--- src/rtl/sot_monitor_pkg.sv ---
// Shared types and constants for the start-of-frame lock supervisor.
package sot_monitor_pkg;

    localparam int DEF_NUM_VFATS     = 24;
    localparam int DEF_CNT_WIDTH     = 8;
    localparam int DEF_TIMEOUT_WIDTH = 16;

    // Aligner reset pulse length, in clock cycles.
    localparam int RETRY_CYCLES = 4;
    localparam int RETRY_CNT_W  = $clog2(RETRY_CYCLES);

    typedef enum logic [1:0] {
        ST_MASKED    = 2'd0,
        ST_WAIT_LOCK = 2'd1,
        ST_LOCKED    = 2'd2,
        ST_RETRY     = 2'd3
    } sot_state_t;

endpackage

--- src/rtl/sot_monitor_channel.sv ---
// One VFAT's lock supervisor: FSM, acquisition timer, unlock counter, sticky flags.
// Optional feature macro: SOT_AUTO_RETRY_EN (timeout triggers an aligner reset pulse).
module sot_monitor_channel
    import sot_monitor_pkg::*;
#(
    parameter int CNT_WIDTH     = DEF_CNT_WIDTH,
    parameter int TIMEOUT_WIDTH = DEF_TIMEOUT_WIDTH
) (
    input  logic                     clock,
    input  logic                     reset_i,
    input  logic                     sot_is_aligned,
    input  logic                     sot_unstable,
    input  logic                     vfat_mask,
    input  logic [TIMEOUT_WIDTH-1:0] align_timeout,
    input  logic                     cnt_reset,
    output logic                     vfat_ready,
    output logic                     timeout_err,
    output logic                     unstable_err,
    output logic [CNT_WIDTH-1:0]     unlock_cnt,
    output logic                     aligner_reset_o
);

    sot_state_t               state_q, state_d;
    logic [TIMEOUT_WIDTH-1:0] timer_q, timer_d;
    logic [CNT_WIDTH-1:0]     cnt_q;
    logic                     ready_q;
    logic                     timeout_q;
    logic                     unstable_q;
    logic                     unstable_prev;
    logic                     inc_unlock;
    logic                     set_timeout;
    logic                     set_unstable;
`ifdef SOT_AUTO_RETRY_EN
    logic [RETRY_CNT_W-1:0]   retry_q, retry_d;
    logic                     areset_q;
`endif

    always_comb begin
        state_d     = state_q;
        timer_d     = timer_q;
        inc_unlock  = 1'b0;
        set_timeout = 1'b0;
`ifdef SOT_AUTO_RETRY_EN
        retry_d     = retry_q;
`endif
        if (vfat_mask) begin
            state_d = ST_MASKED;
            timer_d = '0;
`ifdef SOT_AUTO_RETRY_EN
            retry_d = '0;
`endif
        end else begin
            case (state_q)
                ST_MASKED: begin
                    state_d = ST_WAIT_LOCK;
                    timer_d = '0;
                end
                ST_WAIT_LOCK: begin
                    // Lock wins over a coincident timeout.
                    if (sot_is_aligned) begin
                        state_d = ST_LOCKED;
                        timer_d = '0;
                    end else begin
                        if (timer_q != '1)
                            timer_d = timer_q + TIMEOUT_WIDTH'(1);
                        if (align_timeout != '0 && timer_q == align_timeout) begin
                            set_timeout = 1'b1;
`ifdef SOT_AUTO_RETRY_EN
                            state_d = ST_RETRY;
                            timer_d = '0;
                            retry_d = '0;
`endif
                        end
                    end
                end
                ST_LOCKED: begin
                    if (!sot_is_aligned) begin
                        state_d    = ST_WAIT_LOCK;
                        timer_d    = '0;
                        inc_unlock = 1'b1;
                    end
                end
`ifdef SOT_AUTO_RETRY_EN
                ST_RETRY: begin
                    if (retry_q == RETRY_CNT_W'(RETRY_CYCLES - 1)) begin
                        state_d = ST_WAIT_LOCK;
                        timer_d = '0;
                        retry_d = '0;
                    end else begin
                        retry_d = retry_q + RETRY_CNT_W'(1);
                    end
                end
`endif
                default: begin
                    state_d = ST_WAIT_LOCK;
                    timer_d = '0;
                end
            endcase
        end
    end

    assign set_unstable = !vfat_mask && sot_unstable && !unstable_prev;

    always_ff @(posedge clock) begin
        if (reset_i) begin
            state_q <= vfat_mask ? ST_MASKED : ST_WAIT_LOCK;
            timer_q <= '0;
            ready_q <= 1'b0;
        end else begin
            state_q <= state_d;
            timer_q <= timer_d;
            ready_q <= (state_d == ST_LOCKED);
        end
    end

    // Slow-control counters and sticky flags; cnt_reset overrides any event.
    always_ff @(posedge clock) begin
        if (reset_i || cnt_reset) begin
            cnt_q      <= '0;
            timeout_q  <= 1'b0;
            unstable_q <= 1'b0;
        end else begin
            if (inc_unlock && cnt_q != '1)
                cnt_q <= cnt_q + CNT_WIDTH'(1);
            if (set_timeout)
                timeout_q <= 1'b1;
            if (set_unstable)
                unstable_q <= 1'b1;
        end
    end

    always_ff @(posedge clock) begin
        unstable_prev <= sot_unstable;
    end

`ifdef SOT_AUTO_RETRY_EN
    always_ff @(posedge clock) begin
        if (reset_i) begin
            retry_q  <= '0;
            areset_q <= 1'b0;
        end else begin
            retry_q  <= retry_d;
            areset_q <= (state_d == ST_RETRY);
        end
    end

    assign aligner_reset_o = areset_q;
`else
    assign aligner_reset_o = 1'b0;
`endif

    assign vfat_ready   = ready_q;
    assign timeout_err  = timeout_q;
    assign unstable_err = unstable_q;
    assign unlock_cnt   = cnt_q;

endmodule

--- src/rtl/sot_monitor.sv ---
// Per-VFAT start-of-frame lock supervisor with registered aggregate ready.
// Optional feature macro: SOT_AUTO_RETRY_EN (see sot_monitor_channel).
module sot_monitor
    import sot_monitor_pkg::*;
#(
    parameter int NUM_VFATS     = DEF_NUM_VFATS,
    parameter int CNT_WIDTH     = DEF_CNT_WIDTH,
    parameter int TIMEOUT_WIDTH = DEF_TIMEOUT_WIDTH
) (
    input  logic                           clock,
    input  logic                           reset_i,
    input  logic [NUM_VFATS-1:0]           sot_is_aligned,
    input  logic [NUM_VFATS-1:0]           sot_unstable,
    input  logic [NUM_VFATS-1:0]           vfat_mask,
    input  logic [TIMEOUT_WIDTH-1:0]       align_timeout,
    input  logic                           cnt_reset,
    output logic [NUM_VFATS-1:0]           vfat_ready,
    output logic                           all_ready,
    output logic [NUM_VFATS-1:0]           timeout_err,
    output logic [NUM_VFATS-1:0]           unstable_err,
    output logic [NUM_VFATS*CNT_WIDTH-1:0] unlock_cnt,
    output logic [NUM_VFATS-1:0]           aligner_reset_o
);

    logic all_ready_q;

    for (genvar i = 0; i < NUM_VFATS; i++) begin : g_chan
        sot_monitor_channel #(
            .CNT_WIDTH     (CNT_WIDTH),
            .TIMEOUT_WIDTH (TIMEOUT_WIDTH)
        ) u_chan (
            .clock           (clock),
            .reset_i         (reset_i),
            .sot_is_aligned  (sot_is_aligned[i]),
            .sot_unstable    (sot_unstable[i]),
            .vfat_mask       (vfat_mask[i]),
            .align_timeout   (align_timeout),
            .cnt_reset       (cnt_reset),
            .vfat_ready      (vfat_ready[i]),
            .timeout_err     (timeout_err[i]),
            .unstable_err    (unstable_err[i]),
            .unlock_cnt      (unlock_cnt[CNT_WIDTH*i +: CNT_WIDTH]),
            .aligner_reset_o (aligner_reset_o[i])
        );
    end

    // A fully masked detector is never reported as ready.
    always_ff @(posedge clock) begin
        if (reset_i)
            all_ready_q <= 1'b0;
        else
            all_ready_q <= (&(vfat_ready | vfat_mask)) && !(&vfat_mask);
    end

    assign all_ready = all_ready_q;

endmodule

--- config.mk ---
export PLATFORM = sky130hd
export DESIGN_NAME = sot_monitor
export DESIGN_NICKNAME = d
export VERILOG_FILES = /design/src/rtl/sot_monitor_pkg.sv /design/src/rtl/sot_monitor_channel.sv /design/src/rtl/sot_monitor.sv
export SDC_FILE = /design/constraint.sdc
export NUM_CORES = 2
export LEC_CHECK = 0
export BUFFER_PORTS_ARGS = -buffer_cell sky130_fd_sc_hd__buf_4
export CAP_MARGIN = 20
export CORE_ASPECT_RATIO = 0.7
export CORE_UTILIZATION = 60
export CTS_BUF_LIST = sky130_fd_sc_hd__clkbuf_4 sky130_fd_sc_hd__clkbuf_8
export DETAILED_ROUTE_END_ITERATION = 12
export PLACE_DENSITY = 0.91
export SYNTH_ARGS = -nofsm -noshare
export SYNTH_HDL_FRONTEND = slang
export SYNTH_SLANG_ARGS = --single-unit
--- constraint.sdc ---
create_clock -name clock -period 2.9 [get_ports clock]
set_input_delay 0.145 -clock clock [delete_from_list [all_inputs] [get_ports clock]]
set_output_delay 0.145 -clock clock [all_outputs]
set_load 0.1 [all_outputs]
==> metrics.csv <==
stage;metric;value;unit
status;status;completed;
cts;clk buf depth;3;
worst_hold_path;Hold WC Path Type;input port to register;
grt;met2 GRT Util;0.5471;
grt;global-route wire length before repair;190500;microns
grt;busiest layer in global routing;met2;
synthesis;Yosys cell types;69;
synthesis;Simple-Gate Fraction of Synth Area;0.2577;
critical_path;CP dominant cell by count;dlygate4sd3_1;
sta;slew at the pin closest to its max-slew limit;1.080;ns
final_layout;Fill cells;4333;
sta;Tmin final;2.463;ns
job;total of max-cap violations;0;
power;total power draw;20.37;mW
sta;max-slew violations;0;
cts;CTS tree;yes;
floorplanning;full die area;65800;sq um
critical_path;CP max FO;22;
cts;root buf cell;clkbuf_8;
sta;relative slew slack;0.2737;
floorplanning;core area;63590;sq um
power;Sequential Power Share;0.493;
power;net switching power;5.306;mW
floorplanning;Starting Density;0.6111;
grt;vias in the first global route;34970;
cts;cts hold-fix bufs;100;
sta;RSZ-0062 raised after global routing;no;
power;Leak Pwr;15.44;nW
synthesis;largest family of logic cells by synthesized area;simple AND/OR/NAND/NOR gates;
grt;GRT overflow;0;
synthesis;register area share after synthesis;0.3715;
synthesis;mean post-synth cell area;8.335;sq um
cts;Clk Latency, worst-skew pair;0.74;ns
critical_path;family with the most delay on the worst path;buffers and inverters;
grt;global-route usage over all layers;0.3595;
placement;Final GP Congestion;0.9799;
floorplanning;I/O Pins;380;
synthesis;yosys warns;0;
grt;GR Util met1;0.4499;
final_layout;design area;44970;sq um
sta;max frequency;405.9;MHz
route;routed via count;37210;
synthesis;flops & latches, synth;721;
synthesis;synthesized cell area;38860;sq um
synthesis;mux contribution to synthesized area;0.01243;
critical_path;WP data required;3.58;ns
sta;endpoints failing hold;0;
power;Power Internal;15.06;mW
synthesis;Syn Inst Count;4662;
critical_path;Cell Chain, Critical Path;dlygate4sd3_1 > buf_4 > or2_4 > a41oi_4 > buf_12 > nand4_1 > o21ai_0 > dlygate4sd3_1;
final_layout;fraction of final layout cells sized beyond drive strength 1;0.1272;
critical_path;WP data arrival;3.14;ns
cts;TritonCTS buffer count;100;
critical_path;CP max stage cell;dlygate4sd3_1;
grt;initial antenna violation count;4;
synthesis;Synth Area in Adders;0.03091;
cts;CTS H-tree depth;3;
synthesis;Post-synth top flop;dfxtp_1;
grt;largest net degree at the start of global routing;164;
critical_path;peak per-stage delay on the critical path;0.59;ns
sta;final worst path period share;0.8495;
final_layout;Area Overhead vs Synth;15.75;%
power;Comb power frac;0.088;
power;worst vdd ir;0.4773;mV
synthesis;Synth Area in XOR/XNOR;0.1826;
critical_path;crit end category;register;
cts;cts repair resizes;0;
floorplanning;Die X;306.2;microns
cts;post-CTS setup repair buffer count;0;
sta;total negative slack;0;ns
placement;DP Cell Count;5657;
placement;Cell Area, Placed;41810;sq um
synthesis;Compound-Gate Fraction of Synth Area;0.09622;
floorplanning;Die Ht;214.9;microns
route;Routed Antenna Nets;0;
critical_path;Setup CP Type;input port to register;
floorplanning;Placement Rows;77;
cts;clock sink total;721;
sta;Final setup viols;0;
final_layout;Cell Count, Final, Fillers Out;5937;
placement;port bufs;355;
route;Routed WL per cell;20.76;microns
placement;HPWL Detailed;80810;microns
route;drt first-iter violations;5025;
route;final wirelength;123300;microns
power;switching part of the total;0.2605;
route;drt first pass iters;8;
power;clock network power share;0.419;
synthesis;number of flops mapped to enable cells by yosys;0;
power;Pwr Density;452.9;nW/um^2
route;Via density;6.267;
critical_path;Buffers & Inverters on Critical Path;4;
critical_path;Startpoint Class;input port;
cts;Clk pin slew, worst setup/hold paths;0.07;ns
grt;met3 Track Usage GR;0.1138;
final_layout;nets;5218;
sta;Worst Skew;0.03472;ns
final_layout;final design utilization;0.7073;
route;# DRC;0;
synthesis;ys async rst share;0;
## per-stage QoR
stage               worst slack, ns  hold WS (ns)
global route                 0.3921       0.04322
CTS                          0.5805      0.009492
floorplan                    0.2845        0.1727
finish                       0.4366       0.05629
detailed placement           0.6053        0.2568
global placement             0.7020        0.2554
## logic make-up after synthesis
| family | Yosys count |
|---|---|
| simple gates | 1983 |
| other cells | 1 |
| fa+ha+maj | 96 |
| mux | 48 |
| buf+inv | 394 |
| flops | 721 |
| compound gates | 609 |
| xor+xnor | 810 |
## path summary, 6_finish.rpt
check | start | slack, ns | cells after the start | endpoint
setup / recovery | reset_i | 0.44 | 8 | g_chan[0].u_chan.timeout_err
hold / removal | align_timeout[9] | 0.06 | 5 | g_chan[7].u_chan.timeout_err
setup reg to reg | g_chan[12].u_chan.state_q[0] | 0.53 | 7 | g_chan[12].u_chan.unlock_cnt[7]
hold reg to reg | g_chan[7].u_chan.timeout_err | 0.46 | 2 | g_chan[7].u_chan.timeout_err
## cell usage in the layout (no fill, tap or decap), types with 13 or more instances in the layout
master         instances
and2_1                48
and4_1                66
a211oi_1              32
buf_4                423
or3_1                 68
nand3_1              236
clkbuf_4              20
a31oi_1               24
dlygate4sd3_1        100
xor2_1               202
mux2i_1               46
and3_1                56
clkbuf_8             129
ha_1                  96
a32o_1                20
o21ai_1               27
nand2_1              240
nand2b_1              22
nor3b_1               43
nand4_1              197
inv_1                111
nor2_1               655
o211ai_1              27
a2111oi_0             30
nor4_1                97
dfxtp_1              721
or2_2                 13
nor2b_1               23
o21ai_0              149
conb_1                24
nor3_1               153
xnor2_1              608
a21oi_1              216
## worst register-to-register path, cell delays in order, from the launching register on
cell and delay [ns]:
dfxtp_1 0.32, inv_1 0.08, ha_1 0.26, nor3b_1 0.59, o21ai_1 0.44, nor3_1 0.35
xnor2_1 0.15, nor2_1 0.05
## sequential cells by signal, summed over array words and instances (netlist names)
register                     cells
g_chan.u_chan.unlock_cnt       192
g_chan.u_chan.timer_q          384
all_ready                        1
g_chan.u_chan.vfat_ready        24
g_chan.u_chan.unstable_prev     24
g_chan.u_chan.timeout_err       24
g_chan.u_chan.state_q           48
g_chan.u_chan.unstable_err      24
## cell usage after synthesis, drive strengths merged, types with 4 or more instances
cell type  count  share of area
dfxtp        721           0.37
nor2         656          0.063
xnor2        608           0.14
nand2        240          0.023
nand3        236          0.030
a21oi        216          0.028
xor2         202          0.046
nand4        198          0.032
o21ai        177          0.023
nor3         153          0.020
buf          144          0.024
clkbuf       139          0.013
inv          111          0.011
nor4         105          0.017
ha            96          0.031
or3           76          0.012
and4          66          0.015
and3          56         0.0090
and2          55         0.0089
mux2i         46          0.012
nor3b         43         0.0083
a211oi        38         0.0081
a2111oi       30         0.0068
o211ai        27         0.0052
a31oi         24         0.0039
nor2b         23         0.0037
nand2b        22         0.0035
a32o          20         0.0052
or2           14         0.0023
or4           12         0.0023
o21a          11         0.0021
nand3b        10         0.0019
o22ai         10         0.0016
nor4b          7         0.0016
a21boi         6         0.0012
a21o           6         0.0012
a311oi         6         0.0014
a211o          5         0.0011
a41oi          5         0.0011
nand4b         5         0.0011
o31ai          5        0.00097
a32oi          4        0.00090
o2111ai        4        0.00090
## metal layers
metal,vias to the layer above,wire [microns],part of all wire
li1,16930,-,-
met1,17430,46420,0.38
met2,2279,53100,0.43
met3,563,15980,0.13
met4,4,7755,0.063
met5,-,28,0.00023
## power by group through the flow
| stage | clock network, mW | logic [mW] | registers [mW] |
|---|---|---|---|
| final | 8.54 | 1.79 | 10.0 |
| after floorplan | 0 | 1.11 | 10.2 |
| after CTS | 8.53 | 1.70 | 10.0 |
| after global placement | 0 | 1.53 | 10.3 |
| after global routing | 9.03 | 1.84 | 10.0 |
| after detailed placement | 0 | 1.57 | 10.3 |
## cell type report
type | count | area (sq um) | area share
Clock buffer | 149 | 1926 | 0.04282
Sequential cell | 721 | 14430 | 0.3209
Timing Repair Buffer | 527 | 4242 | 0.09431
Multi-Input combinational cell | 3570 | 22680 | 0.5043
Tap cell | 829 | 1037 | 0.02306
Clock inverter | 24 | 222.7 | 0.004952
Antenna cell | 6 | 15.01 | 0.0003338
Inverter | 111 | 416.7 | 0.009264
No activity file was read; power rests on OpenSTA's default activity.
